`src/rtl/shared_event_fifo.sv`:
```
// Shared event FIFO between the event router and the comms controller.
// It stores each event with an odd-parity bit and reports occupancy, a high-water mark and a sticky overflow flag.
module shared_event_fifo #(
    parameter int WIDTH      = 64,
    parameter int FIFO_DEPTH = 16,
    parameter int FIFO_BITS  = 4
) (
    input  logic                 clk,
    input  logic                 reset,
    input  logic [WIDTH-2:0]     channel_event_in,
    input  logic                 load_event,
    input  logic                 read_fifo_n,
    input  logic                 clear_flags,
    output logic [WIDTH-1:0]     data_out,
    output logic                 fifo_ack,
    output logic                 fifo_empty,
    output logic                 fifo_full,
    output logic                 fifo_half,
    output logic [FIFO_BITS:0]   fifo_counter,
    output logic [FIFO_BITS:0]   high_water,
    output logic                 overflow
);

    localparam logic [FIFO_BITS:0]   CNT_DEPTH = (FIFO_BITS+1)'(FIFO_DEPTH);
    localparam logic [FIFO_BITS:0]   CNT_HALF  = (FIFO_BITS+1)'(FIFO_DEPTH / 2);
    localparam logic [FIFO_BITS:0]   CNT_ONE   = (FIFO_BITS+1)'(1);
    localparam logic [FIFO_BITS-1:0] PTR_ONE   = FIFO_BITS'(1);

    logic [WIDTH-1:0]     mem [FIFO_DEPTH];
    logic [FIFO_BITS-1:0] wr_ptr;
    logic [FIFO_BITS-1:0] rd_ptr;
    logic                 pop_accept;
    logic                 wr_accept;
    logic                 wr_drop;
    logic [FIFO_BITS:0]   cnt_next;
    logic [WIDTH-1:0]     wr_word;

    // A full FIFO still accepts a write when a pop frees a slot in the same cycle.
    always_comb begin
        pop_accept = ~read_fifo_n & ~fifo_empty;
        wr_accept  = load_event & (~fifo_full | pop_accept);
        wr_drop    = load_event & fifo_full & ~pop_accept;
        wr_word    = {~^channel_event_in, channel_event_in};
        cnt_next   = fifo_counter;
        if (wr_accept && !pop_accept)
            cnt_next = fifo_counter + CNT_ONE;
        else if (pop_accept && !wr_accept)
            cnt_next = fifo_counter - CNT_ONE;
    end

    always_ff @(posedge clk) begin
        if (wr_accept)
            mem[wr_ptr] <= wr_word;
    end

    always_ff @(posedge clk) begin
        if (reset) begin
            wr_ptr       <= '0;
            rd_ptr       <= '0;
            fifo_counter <= '0;
            high_water   <= '0;
            overflow     <= 1'b0;
            data_out     <= '0;
            fifo_ack     <= 1'b0;
            fifo_empty   <= 1'b1;
            fifo_full    <= 1'b0;
            fifo_half    <= 1'b0;
        end else begin
            fifo_ack <= pop_accept;
            if (pop_accept) begin
                data_out <= mem[rd_ptr];
                rd_ptr   <= rd_ptr + PTR_ONE;
            end
            if (wr_accept)
                wr_ptr <= wr_ptr + PTR_ONE;

            fifo_counter <= cnt_next;
            fifo_empty   <= (cnt_next == '0);
            fifo_full    <= (cnt_next == CNT_DEPTH);
            fifo_half    <= (cnt_next >= CNT_HALF);

            if (clear_flags || cnt_next > high_water)
                high_water <= cnt_next;

            // A drop in the same cycle as a clear leaves overflow set.
            if (wr_drop)
                overflow <= 1'b1;
            else if (clear_flags)
                overflow <= 1'b0;
        end
    end

endmodule

```
`config.mk`:
```
export PLATFORM = sky130hd
export DESIGN_NAME = shared_event_fifo
export DESIGN_NICKNAME = d
export VERILOG_FILES = /design/src/rtl/shared_event_fifo.sv
export SDC_FILE = /design/constraint.sdc
export NUM_CORES = 1
export LEC_CHECK = 0
export CAP_MARGIN = 20
export CORE_MARGIN = 8
export CORE_UTILIZATION = 29
export CTS_CLUSTER_DIAMETER = 40
export DETAILED_ROUTE_END_ITERATION = 12
export GPL_TIMING_DRIVEN = 0
export PLACE_DENSITY = 0.52
export SLEW_MARGIN = 40
export SYNTH_ARGS = -nofsm -noshare
export SYNTH_HDL_FRONTEND = slang
export SYNTH_SLANG_ARGS = --single-unit
```
`constraint.sdc`:
```
create_clock -name clk -period 11.5 [get_ports clk]
set_input_delay 1.725 -clock clk [delete_from_list [all_inputs] [get_ports clk]]
set_output_delay 1.725 -clock clk [all_outputs]
set_load 0.05 [all_outputs]
```
Yosys cells after proc, flatten, opt, wreduce, memory -nomap -nowiden
Memories as Yosys holds them, arrays and structs flattened. A register that Yosys moved wholly into a read port is not among the register bits.
Cells that the tools add are included.

word-level totals
  register bits = 23
  RAM bits = 1024
  input port bits = 68
  memories kept = 1

memory list
  name  words  bits a word  rd ports  clocked after Yosys merged registers in  wr ports  RTL line  text
  mem   16     64           1         1                                        1         29        logic [WIDTH-1:0] mem [FIFO_DEPTH];

cells by class
  add/subtract/negate cells = 4
  order comparisons = 2
  equal/unequal tests = 1
  multiplexer cells = 6
  bitwise operators = 9
  reduce and logical (&&, ||, !) cells = 8

operator list
  operator                                                               number
  63-bit XNOR reduction                                                  1
  5-bit two-way mux                                                      2
  4-bit by 1-bit adder with 4-bit output, second input constant          2
  5-bit by 1-bit adder with 5-bit output, second input constant          1
  5-bit == test, second input constant                                   1
  5-bit by 4-bit >= comparator with 1-bit output, second input constant  1
  5-bit greater-than comparator                                          1
  5-bit zero test                                                        1
  5-bit by 1-bit subtractor with 5-bit output, second input constant     1
  1-bit bitwise AND                                                      4
  1-bit two-way mux                                                      4
  1-bit inverter                                                         4
  1-bit logical AND                                                      2
  1-bit zero test                                                        2
  2-bit nonzero test                                                     1
  1-bit logical OR                                                       1
  1-bit OR                                                               1

Depth between registers and ports, before layout
Gate-level depths: netlist (run 1).

  word-level depth = 10
  gate-level depth with buffers = 12
  gate-level depth less buffers = 12

Worst setup path before layout (run 1)
OpenSTA, ideal clock, no wires.

  path kind = input port to flip-flop
  start = input port read_fifo_n
  end = memory mem[3][0] (enable)
  library setup time = 564 ps
  arrival time = 7069 ps
  required time = 10936 ps
  setup slack = 3867 ps
  cell stages on the path = 5
  path buffers = 1
  cells stage by stage = or2_1 -> buf_6 -> a21boi_1 -> nand2_1 -> nor3_1

on the way
  word-level cells in the longest chain between the ends = 6

ends and longest elaborated chain
  item                                     RTL line  text
  from (decl)                              12        input logic read_fifo_n,
  1-bit inverter                           40        pop_accept = ~read_fifo_n & ~fifo_empty;
  1-bit bitwise AND                        40
  1-bit OR                                 41        wr_accept = load_event & (~fifo_full | pop_accept);
  1-bit bitwise AND                        41
  1-bit two-way mux                        52        if (wr_accept)
  1-bit two-way mux (not written as such)  53        mem[wr_ptr] <= wr_word;
  to (decl)                                29

Every way passes these cells.

Worst setup path in the final report (run 1)
  start = input port read_fifo_n
  end = memory mem[2][45] (enable)

Same word-level chain as after synthesis.

==> results.py, run 1 <==
metrics = {
    "layout": {
        "utilization_pct": 36.38,
        "drive_gt1_share_pct": 31.48,
        "stdcell_count": 4372,
        "fillers": 13257,
        "fin_area_mm2": 0.05290,
        "nNetsFinal": 2409,
        "syn2layout_area_growth_pct": 24.89,
    },
    "timing": {
        "tightest_slew_ps": 852.6,
        "slew-limit-headroom_pct": 43.16,
        "fin_crit_sh_pct": 41.29,
        "fin_skew_ps": 31.54,
        "hold_ws_ps": 452.7,
        "rsz0062_at_grt": "no",
        "final.setup.worst_slack_ps": 6751,
        "fin_crit_ps": 4749,
        "fmax_mhz": 210.6,
        "hold_violations": 0,
        "final.setup.tns_ps": 0,
        "setup_violations": 0,
        "slew_viol_final": 0,
    },
    "yosys": {
        "synthCells": 1915,
        "synth_compound_area_share_pct": 1.128,
        "synth-adder-area-share_pct": 0.3249,
        "ys_ff_latch": 1111,
        "synth_ff_type": "edfxtp_1",
        "synth_top_family_by_area": "multiplexers",
        "synthMuxAreaShare_pct": 17.23,
        "synth_nets": 1994,
        "synth_top_area_share_pct": 72.60,
        "synthSimpleGateAreaFrac_pct": 2.024,
        "synth_area_per_cell_um2": 22.12,
        "ys.warnings.count": 0,
        "synth_area_leaders": "edfxtp_1 73%, mux4_2 17%, dfxtp_1 4.1%, nand2_1 1.2%, xnor2_1 1.2%",
        "ys_types": 49,
        "netlist_top_cells_count": "1024 x edfxtp_1, 320 x mux4_2, 140 x nand2_1",
        "async_flop_share_pct": 0,
        "yosys.area_share.xor_xnor_pct": 1.489,
        "synth_edf_count": 1024,
        "synth_largest_area_cell": "edfxtp_1",
        "synth.most_common_cell": "edfxtp_1",
        "synthesis.area_mm2": 0.04236,
        "ys_seq_area_share_pct": 76.71,
    },
    "route": {
        "vias": 20504,
        "post_drt_wl_per_cell_um": 25.28,
        "dr.first_iter.drc_count": 1867,
        "antenna_left": 0,
        "totalWireLength_mm": 110.5,
        "dr.pass1.iters": 5,
        "drc": 0,
        "avgViaCountPerCell": 4.690,
    },
    "global_route": {
        "met2_usage_pct": 23.48,
        "first_global_vias": 21850,
        "gr-max-usage-layer": "met2",
        "gr-usage-met3_pct": 3.809,
        "grt_pass1_wl_mm": 157.8,
        "antenna_found_initial": 18,
        "grt_util_met1_pct": 17.58,
        "grt_usage_pct": 13.83,
        "grt_remaining_overflow": 0,
        "grt_max_degree": 18,
    },
    "clock_network": {
        "clock-sinks": 1111,
        "ctsHoldBuffers": 0,
        "root_buffer": "clkbuf_16",
        "clkTransAtPathRegs_ps": 50,
        "cts_max_path_buffers": 3,
        "cts_resized": 0,
        "h-tree-depth": 4,
        "numCtsBuffers": 138,
        "clkLatencyLatePin_ps": 770,
        "cts_setup_buffers": 0,
        "cts_tree": "done",
    },
    "critical_path": {
        "cp_common_cell": "buf_4",
        "crit_path_max_incr_delay_ps": 600,
        "startpoint_type": "input pin",
        "cp_max_fo": 10,
        "crit_type": "input pin to flip-flop",
        "r2r_slack_ps": 7920,
        "path_buf_inv": 7,
        "arrival_ps": 5200,
        "worstReg2RegEnd": "mem[2][45]",
        "r2r-start": "fifo_empty",
        "crit_family": "buffers and inverters",
        "r2r_cells": 10,
        "crit_chain": "clkdlybuf4s50_1 > or2_1 > buf_6 > a21boi_1 > nand2_1 > nor3_2 > buf_4 > buf_2 > buf_4 > buf_4 > buf_4",
        "cp.required_ps": 11960,
        "crit_path_end_kind": "flip-flop",
        "cp_slowest_cell": "a21boi_1",
    },
    "floorplanning": {
        "coreArea_mm2": 0.1454,
        "die_w_um": 398.2,
        "die_area_mm2": 0.1585,
        "core.rowCount": 140,
        "pin_count": 147,
        "start_util_pct": 29.13,
        "die_y_um": 398.2,
    },
    "min_path": {
        "holdCritPathClass": "flip-flop to flip-flop",
        "holdPathStages": 2,
        "worstHoldStart": "data_out[20]",
        "holdPathEnd": "data_out[20]",
    },
    "placement": {
        "preCtsSetupSlack_ps": 5956,
        "numPortBuffers": 146,
        "post-dp-hpwl_mm": 77.02,
        "gp_congestion": 0.7218,
        "placed_area_mm2": 0.04829,
        "post-place-cells": 4106,
    },
    "flow_run": {
        "maxCapViolCount": 0,
    },
    "power": {
        "p_per_area_mw_per_mm2": 188.8,
        "leakage_nw": 16.41,
        "total_power_mw": 9.990,
        "ir_drop_mv": 0.1142,
    },
    "status": {
        "status": "completed",
    },
}
-- report_power, final --
part / total (mW) / internal, mW / leakage, nW / switching, mW
Clock: 4.25 / 2.49 / 2.20 / 1.76
Sequential: 4.60 / 4.56 / 9.96 / 0.0355
Combinational: 1.14 / 0.473 / 4.25 / 0.667
Total: 9.99 / 7.53 / 16.4 / 2.46
-- area by class of cell --
type / count / area [µm²] / area share, %
diodes: 12 / 30.03 / 0.05677
plain buffers: 99 / 457.9 / 0.8657
well taps: 1917 / 2399 / 4.534
repair buffers: 275 / 3393 / 6.415
clock inverters: 90 / 962.2 / 1.819
clock buffers: 163 / 3588 / 6.784
flip-flops and latches: 1111 / 32490 / 61.42
inverters: 13 / 48.80 / 0.09225
multi-input cells: 692 / 9527 / 18.01
-- registers in the layout (all words and copies together), names as in the netlist --
signal and count:
rd_ptr 4, wr_ptr 4, fifo_ack 1, overflow 1, mem 1024, fifo_empty 1, fifo_counter 5, fifo_half 1
data_out 64, high_water 5, fifo_full 1
-- cell families (layout without fill, tap and decap cells) --
group	count (synthesis)	count (layout)
other cells	0	12
mux	327	327
compound gates	83	83
simple gates	199	199
xor+xnor	72	72
buf+inv	112	640
flops	1111	1111
fa+ha+maj	11	11
-- worst max path at each step --
stage / endpoint / slack (ps) / startpoint / depth (start not counted)
floorplan: mem[3][0] / 3870 / read_fifo_n / 5
global placement: mem[3][52] / -2910 / read_fifo_n / 6
detailed placement: mem[2][51] / 5960 / read_fifo_n / 11
CTS: mem[2][45] / 6750 / read_fifo_n / 11
global route: mem[2][45] / 6520 / read_fifo_n / 11
finish: mem[2][45] / 6750 / read_fifo_n / 11
-- placed cells by master (no fill, tap or decap), types with 12 or more instances in the layout --
cell,netlist,routed
xnor2_1,59,58
buf_4,0,38
diode_2,0,12
clkbuf_16,0,139
dfxtp_1,87,87
buf_2,28,54
xor2_1,13,13
a21oi_1,67,67
mux4_2,320,320
clkbuf_1,60,54
nor2_1,29,16
buf_8,0,34
nor2_4,0,13
clkdlybuf4s50_1,0,145
nand2_1,140,140
clkinvlp_4,0,12
clkinv_2,0,17
edfxtp_1,1024,1024
clkbuf_2,0,29
buf_16,0,38
inv_1,13,13
inv_6,0,17
-- per-layer routing --
metal	share of wire [%]	wire length (µm)	up-vias
li1	-	-	8810
met1	41	45670	10970
met2	50	55730	587
met3	6.4	7121	131
met4	1.8	1987	6
met5	0.033	37	-
-- worst register-to-register path, stage by stage, from the launching register on --
cell and delay [ps]:
dfxtp_1 370, or2_1 250, buf_6 170, a21boi_1 600, nand2_1 400, nor3_2 450
buf_4 240, buf_2 240, buf_4 210, buf_4 180, buf_4 180
Power figures use the tool's default switching activity.
==> inputs of run 2 (changes only) <==
PLACE_DENSITY = 0.53   (was 0.52)
clock period = 4.1 ns   (was 11.5 ns; I/O delays follow)
==> results.py, run 2 (same netlist as run 1, synthesis figures left out) <==
metrics = {
    "status": {
        "status": "completed",
    },
    "layout": {
        "regMostFlops": "mem",
        "largest_register_ffs": 1024,
        "syn2layout_area_growth_pct": 24.79,
        "fillers": 13182,
        "drive_gt1_share_pct": 30.61,
        "top_regs": "mem (1024), data_out (64)",
        "final_cell_mix": "1024 x edfxtp_1, 320 x mux4_2, 145 x clkdlybuf4s50_1",
        "layout_commonest_cell": "edfxtp_1",
        "stdcell_count": 4339,
        "regArea_mm2": 0.03249,
        "utilization_pct": 36.35,
        "nNetsFinal": 2381,
        "fin_area_mm2": 0.05285,
        "multi_input_comb_area_mm2": 0.009552,
    },
    "placement": {
        "placed_area_mm2": 0.04822,
        "post-dp-hpwl_mm": 76.05,
        "gp_congestion": 0.7183,
        "numPortBuffers": 146,
        "post-place-cells": 4081,
        "preCtsSetupSlack_ps": -182.8,
    },
    "timing": {
        "fin_skew_ps": 33.73,
        "fin_crit_sh_pct": 87.16,
        "tightest_slew_ps": 870.3,
        "fin_crit_ps": 3574,
        "rsz0062_at_grt": "no",
        "setup_violations": 0,
        "slew-limit-headroom_pct": 41.98,
        "hold_ws_ps": 357.8,
        "slew_viol_final": 0,
        "final.setup.worst_slack_ps": 526.5,
        "hold_violations": 0,
        "final.setup.tns_ps": 0,
        "fmax_mhz": 279.8,
    },
    "power": {
        "seqPwrFrac_pct": 45.8,
        "p_per_area_mw_per_mm2": 532.5,
        "pwr-share-comb_pct": 11.4,
        "internal-power_mw": 21.44,
        "ir_drop_mv": 0.4130,
        "leakage_nw": 16.29,
        "clkPwrFrac_pct": 42.8,
        "switchingPower_mw": 6.707,
        "swShare_pct": 23.83,
        "total_power_mw": 28.15,
    },
    "clock_network": {
        "ctsHoldBuffers": 0,
        "cts_max_path_buffers": 3,
        "cts_resized": 0,
        "numCtsBuffers": 135,
        "cts_tree": "done",
        "cts_setup_buffers": 0,
        "clkLatencyLatePin_ps": 750,
        "clock-sinks": 1111,
        "h-tree-depth": 4,
        "root_buffer": "clkbuf_16",
        "clkTransAtPathRegs_ps": 60,
    },
    "critical_path": {
        "cp_max_fo": 10,
        "cp.required_ps": 4540,
        "startpoint_type": "input pin",
        "crit_type": "input pin to flip-flop",
        "arrival_ps": 4020,
        "crit_path_end_kind": "flip-flop",
    },
    "route": {
        "dr.first_iter.drc_count": 1623,
        "vias": 20550,
        "antenna_left": 0,
        "dr.pass1.iters": 5,
        "drc": 0,
        "post_drt_wl_per_cell_um": 25.52,
        "totalWireLength_mm": 110.7,
        "avgViaCountPerCell": 4.736,
    },
    "global_route": {
        "grt_remaining_overflow": 0,
        "grt_pass1_wl_mm": 158.2,
        "first_global_vias": 21938,
        "antenna_found_initial": 20,
        "grt_max_degree": 18,
        "grt_usage_pct": 13.89,
    },
    "min_path": {
        "holdCritPathClass": "input pin to flip-flop",
    },
    "flow_run": {
        "maxCapViolCount": 0,
    },
    "floorplanning": {
        "core.rowCount": 140,
        "start_util_pct": 29.13,
        "pin_count": 147,
        "die_w_um": 398.2,
        "die_area_mm2": 0.1585,
        "die_y_um": 398.2,
        "coreArea_mm2": 0.1454,
    },
}
run 2: cell count changes in the layout (fill, tap and decap cells not counted), sizes merged:
cell | previous run | this run
inv | 39 | 34
clkinv | 43 | 30
clkbuf | 224 | 235
buf | 168 | 144
clkinvlp | 12 | 9
bufinv | 9 | 11
diode | 12 | 11
run 2: power groups by stage:
stage | logic, mW | registers (mW) | clock network [mW]
2_1_floorplan | 1.74 | 13.4 | 0
5_1_grt | 3.43 | 12.9 | 12.7
3_5_place_dp | 3.24 | 13.1 | 0
3_3_place_gp | 3.12 | 13.2 | 0
6_report | 3.20 | 12.9 | 12.0
4_1_cts | 3.25 | 12.9 | 12.3
run 2: critical path, cell delays in order:
cell	delay (ps)
clkdlybuf4s50_1	520
or2_1	290
buf_6	170
a21boi_1	650
nand2_1	460
nor3_4	670
buf_6	270
buf_6	170
buf_6	160
run 2: layer usage:
metal,track usage (%),wire length (µm)
met2,24.07,56560
met3,3.695,6983
met1,17.11,44620
met5,0,37
met4,3.935,2539
run 2: worst paths after layout:
kind	start	endpoint	slack, ps	cells past startpoint
worst max-delay path	read_fifo_n	mem[0][43]	530	9
worst min-delay path	channel_event_in[30]	mem[7][30]	360	1
worst max register to register	fifo_empty	mem[0][43]	630	8
worst min register to register	data_out[32]	data_out[32]	450	2
run 2: layout make-up:
cell class / instances / share of cell area (%)
clock buffers: 175 / 7.185
diodes: 11 / 0.05208
plain buffers: 99 / 0.8640
repair buffers: 250 / 6.226
clock inverters: 71 / 1.498
flip-flops and latches: 1111 / 61.47
well taps: 1917 / 4.538
inverters: 13 / 0.09232
multi-input cells: 692 / 18.07
